## config.mk

```make
export PLATFORM = sky130hd
export DESIGN_NAME = pipe_elastic
export DESIGN_NICKNAME = d
export VERILOG_FILES = /design/src/rtl/pipe_elastic.sv
export SDC_FILE = /design/constraint.sdc
export NUM_CORES = 1
export LEC_CHECK = 0
export CORE_MARGIN = 5
export CORE_UTILIZATION = 45
export CTS_CLUSTER_DIAMETER = 60
export DETAILED_ROUTE_END_ITERATION = 8
export DONT_BUFFER_PORTS = 1
export PLACE_DENSITY = 0.59
export SLEW_MARGIN = 10
export SYNTH_ARGS = -nofsm -noshare
export SYNTH_HDL_FRONTEND = slang
export SYNTH_SLANG_ARGS = --single-unit
export TNS_END_PERCENT = 30
```

## constraint.sdc

```tcl
create_clock -name clk -period 1.4 [get_ports clk]
set_clock_uncertainty 0.2 [all_clocks]
set_input_delay 0.07 -clock clk [delete_from_list [all_inputs] [get_ports clk]]
set_output_delay 0.07 -clock clk [all_outputs]
set_load 0.02 [all_outputs]
```

## src/rtl/pipe_elastic.sv

```systemverilog
// Elastic valid/ready register pipeline of LENGTH stages: plain (MODE 0) or skid (MODE 1).
// Collapses bubbles, supports a synchronous flush, and reports occupancy from register state only.
module pipe_elastic #(
  parameter  int LENGTH = 2,
  parameter  int DIN    = 16,
  parameter  int MODE   = 0,
  localparam int OW     = (LENGTH == 0) ? 1 : $clog2(2*LENGTH+1)
) (
  input  logic           clk,
  input  logic           rst,
  input  logic           i_flush,
  input  logic [DIN-1:0] i_din_data,
  input  logic           i_din_valid,
  output logic           o_din_ready,
  output logic [DIN-1:0] o_dout_data,
  output logic           o_dout_valid,
  input  logic           i_dout_ready,
  output logic [OW-1:0]  o_occupancy
);

  generate
    if (LENGTH == 0) begin : g_pass
      logic [OW-1:0] r_occ;

      assign o_dout_data  = i_din_data;
      assign o_dout_valid = i_din_valid && !i_flush;
      assign o_din_ready  = i_dout_ready && !i_flush;

      always_ff @(posedge clk or posedge rst) begin
        if (rst) r_occ <= '0;
        else     r_occ <= '0;
      end
      assign o_occupancy = r_occ;
    end else begin : g_pipe
      logic [LENGTH-1:0] w_mv;
      logic [DIN-1:0]    w_md     [LENGTH];
      logic [LENGTH-1:0] w_sv;
      logic [LENGTH:0]   w_rdy;
      logic [LENGTH-1:0] w_up_vld;
      logic [DIN-1:0]    w_up_dat [LENGTH];
      logic [OW-1:0]     w_occ;

      // w_rdy[i] is the ready seen by the feeder of stage i; the last entry is the sink
      assign w_rdy[LENGTH] = i_dout_ready;
      assign w_up_vld[0]   = i_din_valid;
      assign w_up_dat[0]   = i_din_data;

      for (genvar gi = 1; gi < LENGTH; gi++) begin : g_link
        assign w_up_vld[gi] = w_mv[gi-1];
        assign w_up_dat[gi] = w_md[gi-1];
      end

      if (MODE == 0) begin : g_m0
        assign w_sv = '0;

        for (genvar gi = 0; gi < LENGTH; gi++) begin : g_st
          logic           r_mv;
          logic [DIN-1:0] r_md;

          assign w_rdy[gi] = !r_mv || w_rdy[gi+1];

          always_ff @(posedge clk or posedge rst) begin
            if (rst) begin
              r_mv <= 1'b0;
              r_md <= '0;
            end else if (i_flush) begin
              r_mv <= 1'b0;
            end else if (w_rdy[gi]) begin
              r_mv <= w_up_vld[gi];
              r_md <= w_up_dat[gi];
            end
          end

          assign w_mv[gi] = r_mv;
          assign w_md[gi] = r_md;
        end
      end else begin : g_m1
        for (genvar gi = 0; gi < LENGTH; gi++) begin : g_st
          logic           r_mv;
          logic           r_sv;
          logic [DIN-1:0] r_md;
          logic [DIN-1:0] r_sd;
          logic           w_in;
          logic           w_out;

          // Ready is a pure register output, so no combinational path crosses the stage
          assign w_rdy[gi] = !r_sv;
          assign w_in      = w_up_vld[gi] && w_rdy[gi];
          assign w_out     = r_mv && w_rdy[gi+1];

          always_ff @(posedge clk or posedge rst) begin
            if (rst) begin
              r_mv <= 1'b0;
              r_sv <= 1'b0;
              r_md <= '0;
              r_sd <= '0;
            end else if (i_flush) begin
              r_mv <= 1'b0;
              r_sv <= 1'b0;
            end else if (r_sv) begin
              if (w_out) begin
                r_md <= r_sd;
                r_sv <= 1'b0;
              end
            end else if (w_in) begin
              if (!r_mv || w_out) begin
                r_md <= w_up_dat[gi];
                r_mv <= 1'b1;
              end else begin
                r_sd <= w_up_dat[gi];
                r_sv <= 1'b1;
              end
            end else if (w_out) begin
              r_mv <= 1'b0;
            end
          end

          assign w_mv[gi] = r_mv;
          assign w_md[gi] = r_md;
          assign w_sv[gi] = r_sv;
        end
      end

      always_comb begin
        w_occ = '0;
        for (int k = 0; k < LENGTH; k++) begin
          w_occ = w_occ + OW'(w_mv[k]) + OW'(w_sv[k]);
        end
      end

      assign o_occupancy  = w_occ;
      assign o_din_ready  = w_rdy[0] && !i_flush;
      assign o_dout_valid = w_mv[LENGTH-1] && !i_flush;
      assign o_dout_data  = w_md[LENGTH-1];
    end
  endgenerate

endmodule

```

Word-level counts from Yosys, hierarchy flattened
Index checks and enable logic that the tools add are counted.

Output and inout port bits: 21. Input bits: 21. Flip-flop bits (word level): 34.

Muxes and demuxes: 4. Reductions and logical operators: 11. Add/sub/neg operators: 1. Bitwise logic cells: 1.

Operator list (number): 1-bit two-way mux (4); 2-bit AND reduction (2); 2-bit nonzero test (2); 1-bit zero test (3); 1-bit by 1-bit adder with 2-bit output (1); 1-bit logical AND (2); 1-bit logical OR (2); 1-bit NOT (1).

Longest topological paths before layout
Word-level depth: 5. Gate-level depth with buffers: 4. Depth with buffers taken out: 3.

Worst setup path after synthesis
Ideal clock, no wire load.

Path kind: register -> register. Start point: register g_pipe.g_m0.g_st[0].r_mv. End point: register g_pipe.g_m0.g_st[0].r_md[11]. Period minus slack after synthesis: 1586 ps. Arrival time: 1261 ps. Required time: 1075 ps. Library setup time: 125 ps. Setup slack: -186 ps. Cell stages (with the launch flop): 5. Cell sequence: dfrtp_1 > and3b_2 > nor2_8 > buf_6 > mux2_4.

Cells in the longest elaborated chain, start to end: 3.

RTL lines: from (decl) (RTL line 57) `logic r_mv;`; from (signal assigned) (RTL line 69) `r_mv <= w_up_vld[gi];`; 1-bit zero test (RTL line 60) `assign w_rdy[gi] = !r_mv || w_rdy[gi+1];`; 1-bit logical OR (RTL line 60); 2-bit AND reduction (no source line); to (signal assigned) (RTL line 70) `r_md <= w_up_dat[gi];`; to (decl) (RTL line 58) `logic [DIN-1:0] r_md;`.

No other way between the ends. A chain may end at the register's enable or synchronous reset.

Worst setup path in the final report
Start point: register g_pipe.g_m0.g_st[1].r_mv. End point: register g_pipe.g_m0.g_st[1].r_md[15] (netlist: o_dout_data[15]).

Cells in the longest elaborated chain, start to end: 3.

RTL lines (RTL line): from (decl) (57); from (signal assigned) (69); 1-bit zero test (60); 1-bit logical OR (60); 2-bit AND reduction (no source line); to (signal assigned) (70); to (decl) (58).

No other way between the ends.

==> reports/qor.yml <==
worst_hold_path:
  hp-class: "in -> reg"
sta:
  layout_setup_ws_ps: -216.0
  setup_viol: 36
  drv_slew: 0
  min_period_over_period: 1.154
  hold_slack_ps: -388.1
  finalHoldViolations: 22
  max_freq_ghz: 0.6188
  period_needed_ps: 1616
  rsz0062_at_grt: "true"
floorplan:
  die_area_um2: 4334
  initial_utilization: 0.4632
  rows: 20
  core_um2: 3028
  die_y_um: 65.83
  io_pins: 42
  die_width_um: 65.83
route:
  wl_per_cell_um: 16.60
  detail_route.wirelength_um: 2672
  routed_via_density: 4.658
  met1_length_um: 1139
  drt_iter0_drc: 9
  ant_nets: 0
  vias: 750
  dr_wl_met3_um: 198
  dr_wl_met2_um: 1318
  drtPass1Iterations: 2
  drc: 0
  top_layer: "met4"
setup_path:
  crit_buf_inv: 2
  critPathKind: "reg -> reg"
  crit_arrival_ps: 1620
  crit_path_start_kind: "register"
  critPathTopFamily: "flip-flops"
  endpoint_kind: "register"
  critPathSlowestCell: "dfrtp_1"
  cp_slowest_stage_delay_ps: 410
  worstPathCellList: "buf_6 -> nor2b_4 -> nor2_4 -> clkbuf_16 -> mux2_4"
  critPathRequiredTime_ps: 1400
  cp_max_fo: 8
logic_synthesis:
  netlist_area_um2: 1403
  ys_seq_area_frac: 0.6066
  syn_inst: 81
  synth_warnings: 0
  synth.distinct_cells: 15
  synth_fp_nets: 103
  ys_seq_elements: 34
  synth.avg_cell_area_um2: 17.32
power_and_ir_drop:
  powerDensity_nw_per_um2: 1151
  power_mw: 2.187
  peakVddDrop_uv: 612.8
  leakagePower_nw: 0.9007
global_route:
  gr-total-overflow: 0
  grt_max_degree: 35
  track_usage: 0.1360
  grt_pass1_vias: 884
  grt_pass1_wl_um: 4305
  antenna_found_initial: 0
clocking:
  cts_tree: "yes"
  cts.sinks: 34
  ctsHoldBuffers: 17
  cts_root_buffer: "clkbuf_4"
  clock_latency_ps: 310
  clkTransAtPathRegs_ps: 90
  cts-htree-levels: 2
  clockBufferDepth: 2
  numCtsBuffers: 5
placed_design:
  dp_hpwl_um: 1648
  port_buffers: 0
  gp_congestion: 0.6736
layout:
  nNetsFinal: 139
  n_fill_cell: 234
  antenna_cells: 0
  regArea_um2: 850.8
  final_util: 0.6273
  syn2layout_area_growth_pct: 35.41
  multi_input_area_um2: 575.6
  drive_above_1_share: 0.4701
outcome:
  outcome: "finished with violations"
  violations: "hold timing, setup timing"
flow_run:
  cap_violations: 0
[layout by cell type, fill, tap and decap left out]
| master | count |
|---|---|
| nor2b_4 | 1 |
| clkbuf_16 | 1 |
| dfrtp_1 | 34 |
| nor2_1 | 4 |
| buf_4 | 6 |
| buf_12 | 4 |
| dlygate4sd3_1 | 17 |
| buf_8 | 1 |
| mux2_4 | 29 |
| mux2_2 | 1 |
| and3b_2 | 1 |
| inv_1 | 1 |
| nor2_4 | 1 |
| clkbuf_1 | 2 |
| nor2_8 | 1 |
| ha_4 | 1 |
| conb_1 | 1 |
| buf_6 | 3 |
| mux2_1 | 2 |
| and2b_1 | 1 |
| clkbuf_4 | 5 |
[power by group]
| part | total [mW] | internal [mW] | switching [mW] |
|---|---|---|---|
| combinational | 0.405 | 0.284 | 0.122 |
| clock | 0.481 | 0.189 | 0.291 |
| sequential | 1.30 | 1.11 | 0.188 |
| total | 2.19 | 1.59 | 0.601 |
[Yosys cell counts]
library cell / n / area share
ha_1: 1 / 0.0089
nor2b_1: 1 / 0.0045
nor2_8: 1 / 0.014
nor2_1: 4 / 0.011
mux2_4: 19 / 0.20
dfrtp_1: 34 / 0.61
mux2_1: 5 / 0.040
mux2_2: 8 / 0.064
conb_1: 1 / 0.0027
buf_4: 1 / 0.0054
and3b_2: 1 / 0.0071
and2b_1: 1 / 0.0054
buf_6: 2 / 0.016
inv_1: 1 / 0.0027
nor2_4: 1 / 0.0080
[final timing paths]
kind                                         startpoint                      endpoint  slack (ps)  cells after the start
hold / removal                                  i_flush      g_pipe.g_m0.g_st[1].r_mv        -390                      1
max in group asynchronous                           rst                o_dout_data[6]         610                      3
setup / recovery               g_pipe.g_m0.g_st[1].r_mv               o_dout_data[15]        -220                      5
setup reg to reg               g_pipe.g_m0.g_st[1].r_mv               o_dout_data[15]        -220                      5
min in group asynchronous                           rst  g_pipe.g_m0.g_st[0].r_md[14]          80                      3
hold reg to reg            g_pipe.g_m0.g_st[0].r_md[15]  g_pipe.g_m0.g_st[0].r_md[15]         300                      1
[worst reg2reg max path, cell delays in order (launching register included)]
cell and delay [ps]:
dfrtp_1 410, buf_6 120, nor2b_4 120, nor2_4 160
clkbuf_16 190, mux2_4 300
[metrics by stage]
step	area (um2)	TNS (ps)	setup slack, ps	std cells	hold WS [ps]
finish	1899	-6401	-216.0	161	-388.1
detailed placement	1525	-3372	-176.9	130	-117.6
global route	1899	-8243	-268.7	161	-421.4
CTS	1837	-6869	-244.1	159	-405.1
global placement	1525	-2239	-121.7	130	-123.8
floorplan	1411	-2645	-155.1	81	-63.59
[registers in the layout, summed over array words and instances (netlist names)]
register               cells
g_pipe.g_m0.g_st.r_mv      2
o_dout_data               16
g_pipe.g_m0.g_st.r_md     16
[timing repair]
item / in CTS / in global routing
cloned: 0 / 1
pin swaps: 2 / 3
gates resized for setup: 11 / 8
setup endpoints to repair: 35 / 36
endpoints found under the hold margin: 68 / 24
buffers inserted: 5 / 1
[per-layer routing]
metal	track usage	up-vias
met3	0.05442	2
met4	0.06995	0
met5	0	-
li1	-	352
met1	0.1623	370
met2	0.2103	26
[final cells by class]
| type | instances | share of cell area |
|---|---|---|
| tap | 44 | 0.02899 |
| sequential | 34 | 0.4480 |
| multi-input combinational | 43 | 0.3030 |
| clock buffer | 7 | 0.02372 |
| inverter | 1 | 0.001976 |
| timing repair buffer | 32 | 0.1943 |
[logic make-up (layout without fill, tap and decap cells)]
group	count (synthesis)	count (layout)	share of synthesized area
buf+inv	4	40	0.02408
mux	32	32	0.3078
flops	34	34	0.6066
simple gates	9	9	0.04996
other cells	1	1	0.002674
fa+ha+maj	1	1	0.008919
Note: power is estimated with default switching activity, not from simulation.
